===== config.mk =====
export PLATFORM = sky130hd
export DESIGN_NAME = mem_arbiter
export DESIGN_NICKNAME = d
export VERILOG_FILES = /design/src/rtl/mem_arbiter.sv
export SDC_FILE = /design/constraint.sdc
export NUM_CORES = 1
export LEC_CHECK = 0
export CAP_MARGIN = 10
export CORE_UTILIZATION = 40
export DETAILED_ROUTE_END_ITERATION = 10
export PLACE_DENSITY = 0.74
export SYNTH_ARGS = -nofsm -noshare
export SYNTH_HDL_FRONTEND = slang
export SYNTH_SLANG_ARGS = --single-unit

===== constraint.sdc =====
create_clock -name clk -period 4.9 [get_ports clk]
set_clock_uncertainty 0.05 [all_clocks]
set_input_delay 0.98 -clock clk [delete_from_list [all_inputs] [get_ports clk]]
set_output_delay 0.98 -clock clk [all_outputs]
set_load 0.1 [all_outputs]

===== src/rtl/mem_arbiter.sv =====
// Arbiter sharing the single-port memory controller between the CPU, the PPU
// and a periodic refresh scheduler. One access is in flight at a time; each
// access runs IDLE -> CMD -> WAIT_HI -> WAIT_LO -> DONE against mem_busy.
module mem_arbiter #(
  parameter int REFRESH_INTERVAL = 400,
  parameter int REFRESH_URGENT   = 4,
  parameter int CPU_MAX_SKIP     = 2,
  parameter int BUSY_TIMEOUT     = 8
) (
  input  logic        clk,
  input  logic        reset,
  input  logic        cpu_req,
  input  logic        cpu_we,
  input  logic [21:0] cpu_addr,
  input  logic [7:0]  cpu_din,
  output logic [7:0]  cpu_dout,
  output logic        cpu_ack,
  input  logic        ppu_req,
  input  logic [21:0] ppu_addr,
  output logic [7:0]  ppu_dout,
  output logic        ppu_ack,
  output logic        mem_read_a,
  output logic        mem_read_b,
  output logic        mem_write,
  output logic        mem_refresh,
  output logic [21:0] mem_addr,
  output logic [7:0]  mem_din,
  input  logic [7:0]  mem_dout_a,
  input  logic [7:0]  mem_dout_b,
  input  logic        mem_busy,
  output logic [2:0]  refresh_owed,
  output logic        fail
);

  localparam int RC_W   = (REFRESH_INTERVAL > 1) ? $clog2(REFRESH_INTERVAL) : 1;
  localparam int TMO_W  = (BUSY_TIMEOUT > 1) ? $clog2(BUSY_TIMEOUT) : 1;
  localparam int SKIP_W = $clog2(CPU_MAX_SKIP + 1);

  localparam logic [RC_W-1:0]   RC_LAST     = RC_W'(REFRESH_INTERVAL - 1);
  localparam logic [TMO_W-1:0]  TMO_LAST    = TMO_W'(BUSY_TIMEOUT - 1);
  localparam logic [SKIP_W-1:0] SKIP_MAX    = SKIP_W'(CPU_MAX_SKIP);
  localparam logic [2:0]        OWED_URGENT = 3'(REFRESH_URGENT);

  typedef enum logic [2:0] {S_IDLE, S_CMD, S_WAIT_HI, S_WAIT_LO, S_DONE} state_t;
  typedef enum logic [1:0] {OWN_CPU, OWN_PPU, OWN_REF} own_t;

  state_t            state, state_nx;
  own_t              owner, grant_own;
  logic              grant;
  logic              is_write;
  logic              tmo_hit;
  logic              tick;
  logic              ref_grant;
  logic [RC_W-1:0]   ref_cnt;
  logic [TMO_W-1:0]  tmo_cnt;
  logic [SKIP_W-1:0] cpu_skip;

  // Saturating increment of the CPU skip count.
  function automatic logic [SKIP_W-1:0] skip_sat_inc(input logic [SKIP_W-1:0] v);
    return (v == SKIP_MAX) ? v : v + 1'b1;
  endfunction

  // Pending-refresh count update; a tick and a grant together cancel out.
  function automatic logic [2:0] owed_update(input logic [2:0] v, input logic inc,
                                             input logic dec);
    if (inc && !dec) return (v == 3'd7) ? v : v + 3'd1;
    if (dec && !inc) return v - 3'd1;
    return v;
  endfunction

  assign tick      = (ref_cnt == RC_LAST);
  assign ref_grant = grant && (grant_own == OWN_REF);

  // State register.
  always_ff @(posedge clk or posedge reset) begin
    if (reset) state <= S_IDLE;
    else       state <= state_nx;
  end

  // Next state, including the IDLE arbitration (only while the controller is idle).
  always_comb begin
    state_nx  = state;
    grant     = 1'b0;
    grant_own = OWN_CPU;
    tmo_hit   = 1'b0;
    case (state)
      S_IDLE: begin
        if (!mem_busy) begin
          if (refresh_owed >= OWED_URGENT) begin
            grant = 1'b1; grant_own = OWN_REF;
          end else if (cpu_req && (cpu_skip == SKIP_MAX)) begin
            grant = 1'b1; grant_own = OWN_CPU;
          end else if (ppu_req) begin
            grant = 1'b1; grant_own = OWN_PPU;
          end else if (cpu_req) begin
            grant = 1'b1; grant_own = OWN_CPU;
          end else if (refresh_owed != 3'd0) begin
            grant = 1'b1; grant_own = OWN_REF;
          end
        end
        if (grant) state_nx = S_CMD;
      end
      S_CMD:     state_nx = S_WAIT_HI;
      S_WAIT_HI: begin
        if (mem_busy) begin
          state_nx = S_WAIT_LO;
        end else if (tmo_cnt == TMO_LAST) begin
          tmo_hit  = 1'b1;
          state_nx = S_DONE;
        end
      end
      S_WAIT_LO: if (!mem_busy) state_nx = S_DONE;
      S_DONE:    state_nx = S_IDLE;
      default:   state_nx = S_IDLE;
    endcase
  end

  // Command pulses live only in CMD; acks only in DONE, and never for refresh.
  always_comb begin
    mem_read_a  = (state == S_CMD) && (owner == OWN_CPU) && !is_write;
    mem_write   = (state == S_CMD) && (owner == OWN_CPU) && is_write;
    mem_read_b  = (state == S_CMD) && (owner == OWN_PPU);
    mem_refresh = (state == S_CMD) && (owner == OWN_REF);
    cpu_ack     = (state == S_DONE) && (owner == OWN_CPU);
    ppu_ack     = (state == S_DONE) && (owner == OWN_PPU);
  end

  // Refresh timer, pending-refresh count and sticky failure flag.
  always_ff @(posedge clk or posedge reset) begin
    if (reset) begin
      ref_cnt      <= '0;
      refresh_owed <= 3'd0;
      fail         <= 1'b0;
    end else begin
      ref_cnt      <= tick ? '0 : ref_cnt + 1'b1;
      refresh_owed <= owed_update(refresh_owed, tick, ref_grant);
      if ((tick && !ref_grant && (refresh_owed == 3'd7)) || tmo_hit) fail <= 1'b1;
    end
  end

  // Latch the granted request and keep the CPU from starving behind the PPU.
  always_ff @(posedge clk or posedge reset) begin
    if (reset) begin
      owner    <= OWN_CPU;
      is_write <= 1'b0;
      mem_addr <= '0;
      mem_din  <= '0;
      cpu_skip <= '0;
    end else if (grant) begin
      owner    <= grant_own;
      is_write <= (grant_own == OWN_CPU) && cpu_we;
      mem_din  <= cpu_din;
      if (grant_own == OWN_CPU) mem_addr <= cpu_addr;
      else if (grant_own == OWN_PPU) mem_addr <= ppu_addr;
      if (grant_own == OWN_CPU) cpu_skip <= '0;
      else if ((grant_own == OWN_PPU) && cpu_req) cpu_skip <= skip_sat_inc(cpu_skip);
    end
  end

  // Count WAIT_HI cycles spent without the controller raising busy.
  always_ff @(posedge clk or posedge reset) begin
    if (reset)                   tmo_cnt <= '0;
    else if (state == S_WAIT_HI) tmo_cnt <= tmo_cnt + 1'b1;
    else                         tmo_cnt <= '0;
  end

  // Capture read data when busy falls; a timed-out read returns 0x00.
  always_ff @(posedge clk or posedge reset) begin
    if (reset) begin
      cpu_dout <= '0;
      ppu_dout <= '0;
    end else if ((state == S_WAIT_LO) && !mem_busy) begin
      if ((owner == OWN_CPU) && !is_write) cpu_dout <= mem_dout_a;
      if (owner == OWN_PPU)                ppu_dout <= mem_dout_b;
    end else if (tmo_hit) begin
      if ((owner == OWN_CPU) && !is_write) cpu_dout <= 8'h00;
      if (owner == OWN_PPU)                ppu_dout <= 8'h00;
    end
  end

endmodule


==> results.toml <==
[final_layout]
final_cell_mix = "clkdlybuf4s50_1 (129), dfrtp_1 (70), mux2_2 (45), nand2_1 (23), o21ai_0 (16)"
areaGrowthSynthToFinish_pct = 48.12
design_area_um2 = 4918
nets = 492
drive_gt1_share_pct = 18.60
n_antenna_cell = 0
final_common_cell = "clkdlybuf4s50_1"
utilization_pct = 62.36

[synth]
ys_seq_area_share_pct = 52.75
synth_cell_types = 47
synth.avg_cell_area_um2 = 11.90
async_reset_ff_share_pct = 100.0
synth_nets = 362
yosys_warnings = 0
synth_edf_count = 0
synth-seq-cells = 70
syn_area_um2 = 3321
synth-main-ff-cell = "dfrtp_1"
synth_cells = 279

[floorplan]
start_util_pct = 42.10
core_area_um2 = 7888
dieArea_um2 = 8670
io_pins = 130
row_count = 32
die_h_um = 93.12
die_width_um = 93.12

[timing]
fin_ws_ns = 1.073
finalHoldViolations = 0
fmax_mhz = 261.3
setup_viol = 0
fin_setup_tns_ns = 0
rsz0062_at_grt = "no"
slew_headroom_pct = 30.62
tightest_slew_ns = 1.037
min_period_over_period_pct = 78.11
finalMaxSlewViolations = 0
fin_crit_ns = 3.827

[worst_setup_path]
path_class = "reg -> out"
cpLargestDelayFamily = "buffers and inverters"
critPathLaunchType = "flop"
crit_chain = "nand2b_1 -> or3_1 -> nor3_1 -> clkdlybuf4s50_1"
cp.arrival_ns = 2.80
timing.critical_path.buf_inv = 1
critPathRequiredTime_ns = 3.87
worstPathMaxFanout = 11
end_kind = "primary output"
cp_slowest_stage_delay_ns = 1.17
cp_slowest_cell = "clkdlybuf4s50_1"

[clock_network]
cts_tree = "built"
clock_latency_ns = 0.34
numCtsBuffers = 9
clk_pin_slew_ns = 0.08
ctsHtreeMaxLevel = 3
cts_max_path_buffers = 2
cts_hold_buf = 0
cts.sinks = 70
cts_resized = 0
cts_root_buf = "clkbuf_8"
post-cts-setup-buffers = 0

[min_path]
worstHoldPathType = "reg -> reg"

[run]
drv_cap = 0

[route]
drtAntennaViolNets = 0
initialDrtViolationCount = 105
first_pass_iters = 4
drt_wl_total_um = 7320
viasPerCell = 5.045
route.vias.total = 2603
routedWlPerCell_um = 14.19
drcViolationCount = 0

[global_routing]
grt_pass1_wl_um = 12200
grt_pass1_vias = 2534
track_usage_pct = 18.14
gr-total-overflow = 0
grt_max_degree = 43
antenna_found_initial = 0

[place]
port-buffer-count = 129
place_area_um2 = 4692
place.gp.congestion = 0.8154
dp.final_hpwl_um = 5409
place_ws_ns = 1.439

[run_status]
status = "finished, final reports clean"
==> state kept, by name, indices dropped and copies added, names as in the netlist <==
signal and count:
refresh_owed 3, is_write 1, cpu_dout 8, mem_din 8, tmo_cnt 3, cpu_skip 2, fail 1, owner 2
mem_addr 22, state 3, ref_cnt 9, ppu_dout 8
==> Yosys cell counts (2+ instances only) <==
cell type | instances | share of area (%)
a21oi_1 | 4 | 0.60
inv_1 | 12 | 1.4
o31ai_1 | 2 | 0.45
clkbuf_1 | 2 | 0.23
nand3_1 | 4 | 0.60
a21o_1 | 2 | 0.45
and2_1 | 3 | 0.57
or3_1 | 2 | 0.38
nor2_1 | 14 | 1.6
and3_1 | 5 | 0.94
dfrtp_1 | 70 | 53
o21ai_0 | 16 | 2.4
a22o_1 | 8 | 2.1
xor2_1 | 2 | 0.53
buf_4 | 2 | 0.45
nand3b_1 | 2 | 0.45
ha_1 | 9 | 3.4
nand4_1 | 2 | 0.38
nand4b_1 | 2 | 0.53
mux2_2 | 45 | 15
nor2b_1 | 2 | 0.38
a31oi_1 | 2 | 0.38
a211oi_1 | 2 | 0.45
mux2_4 | 7 | 3.2
nor3_1 | 7 | 1.1
xnor2_1 | 2 | 0.53
buf_2 | 7 | 1.1
nand2_1 | 23 | 2.6
==> metal layers <==
layer  up-vias  routed length, um  global-route usage (%)
met1      1255               3278                   23.93
met2        90               3468                   28.68
li1       1249                  -                       -
met4         0                 97                   5.128
met3         9                474                   5.772
met5         -                  0                       0
==> cells by family (layout without fill, tap and decap cells) <==
kind of cell / after synthesis / in the layout / synth area share (%)
buffers and inverters: 24 / 159 / 3.429
adders and majority gates: 9 / 9 / 3.391
muxes: 52 / 52 / 18.43
xor gates and xnor gates: 4 / 4 / 1.055
DFF: 70 / 70 / 52.75
and+or+nand+nor: 77 / 77 / 12.32
AOI/OAI and AO/OA: 43 / 43 / 8.629
==> through the flow <==
| step | cells | hold slack (ns) |
|---|---|---|
| final | 516 | 0.4074 |
| after global routing | 516 | 0.4287 |
| after CTS | 516 | 0.4153 |
| after detailed placement | 500 | 0.3997 |
| after global placement | 500 | 0.3733 |
| after floorplan | 279 | 0.3591 |
==> final timing paths <==
path | cells after the start | to | from | slack [ns]
worst max-delay path | 4 | mem_read_a | state[1] | 1.07
worst min-delay path | 1 | tmo_cnt[0] | tmo_cnt[0] | 0.41
worst max register to register | 7 | refresh_owed[1] | state[1] | 2.48
worst min register to register | 1 | tmo_cnt[0] | tmo_cnt[0] | 0.41
max in group asynchronous | 3 | ref_cnt[6] | reset | 2.80
min in group asynchronous | 2 | mem_addr[14] | reset | 1.09
==> final cells by class <==
cell class	instances	area (um^2)
Timing Repair Buffer	131	1306
Fill cell	667	2969
Inverter	12	45.04
Clock buffer	9	123.9
Multi-Input combinational cell	185	1461
Clock inverter	7	102.6
Sequential cell	70	1752
Tap cell	102	127.6
Power is left out: the tool's default activity adds up to more than one toggle a clock period on the data nets, which glitch-free logic cannot reach.
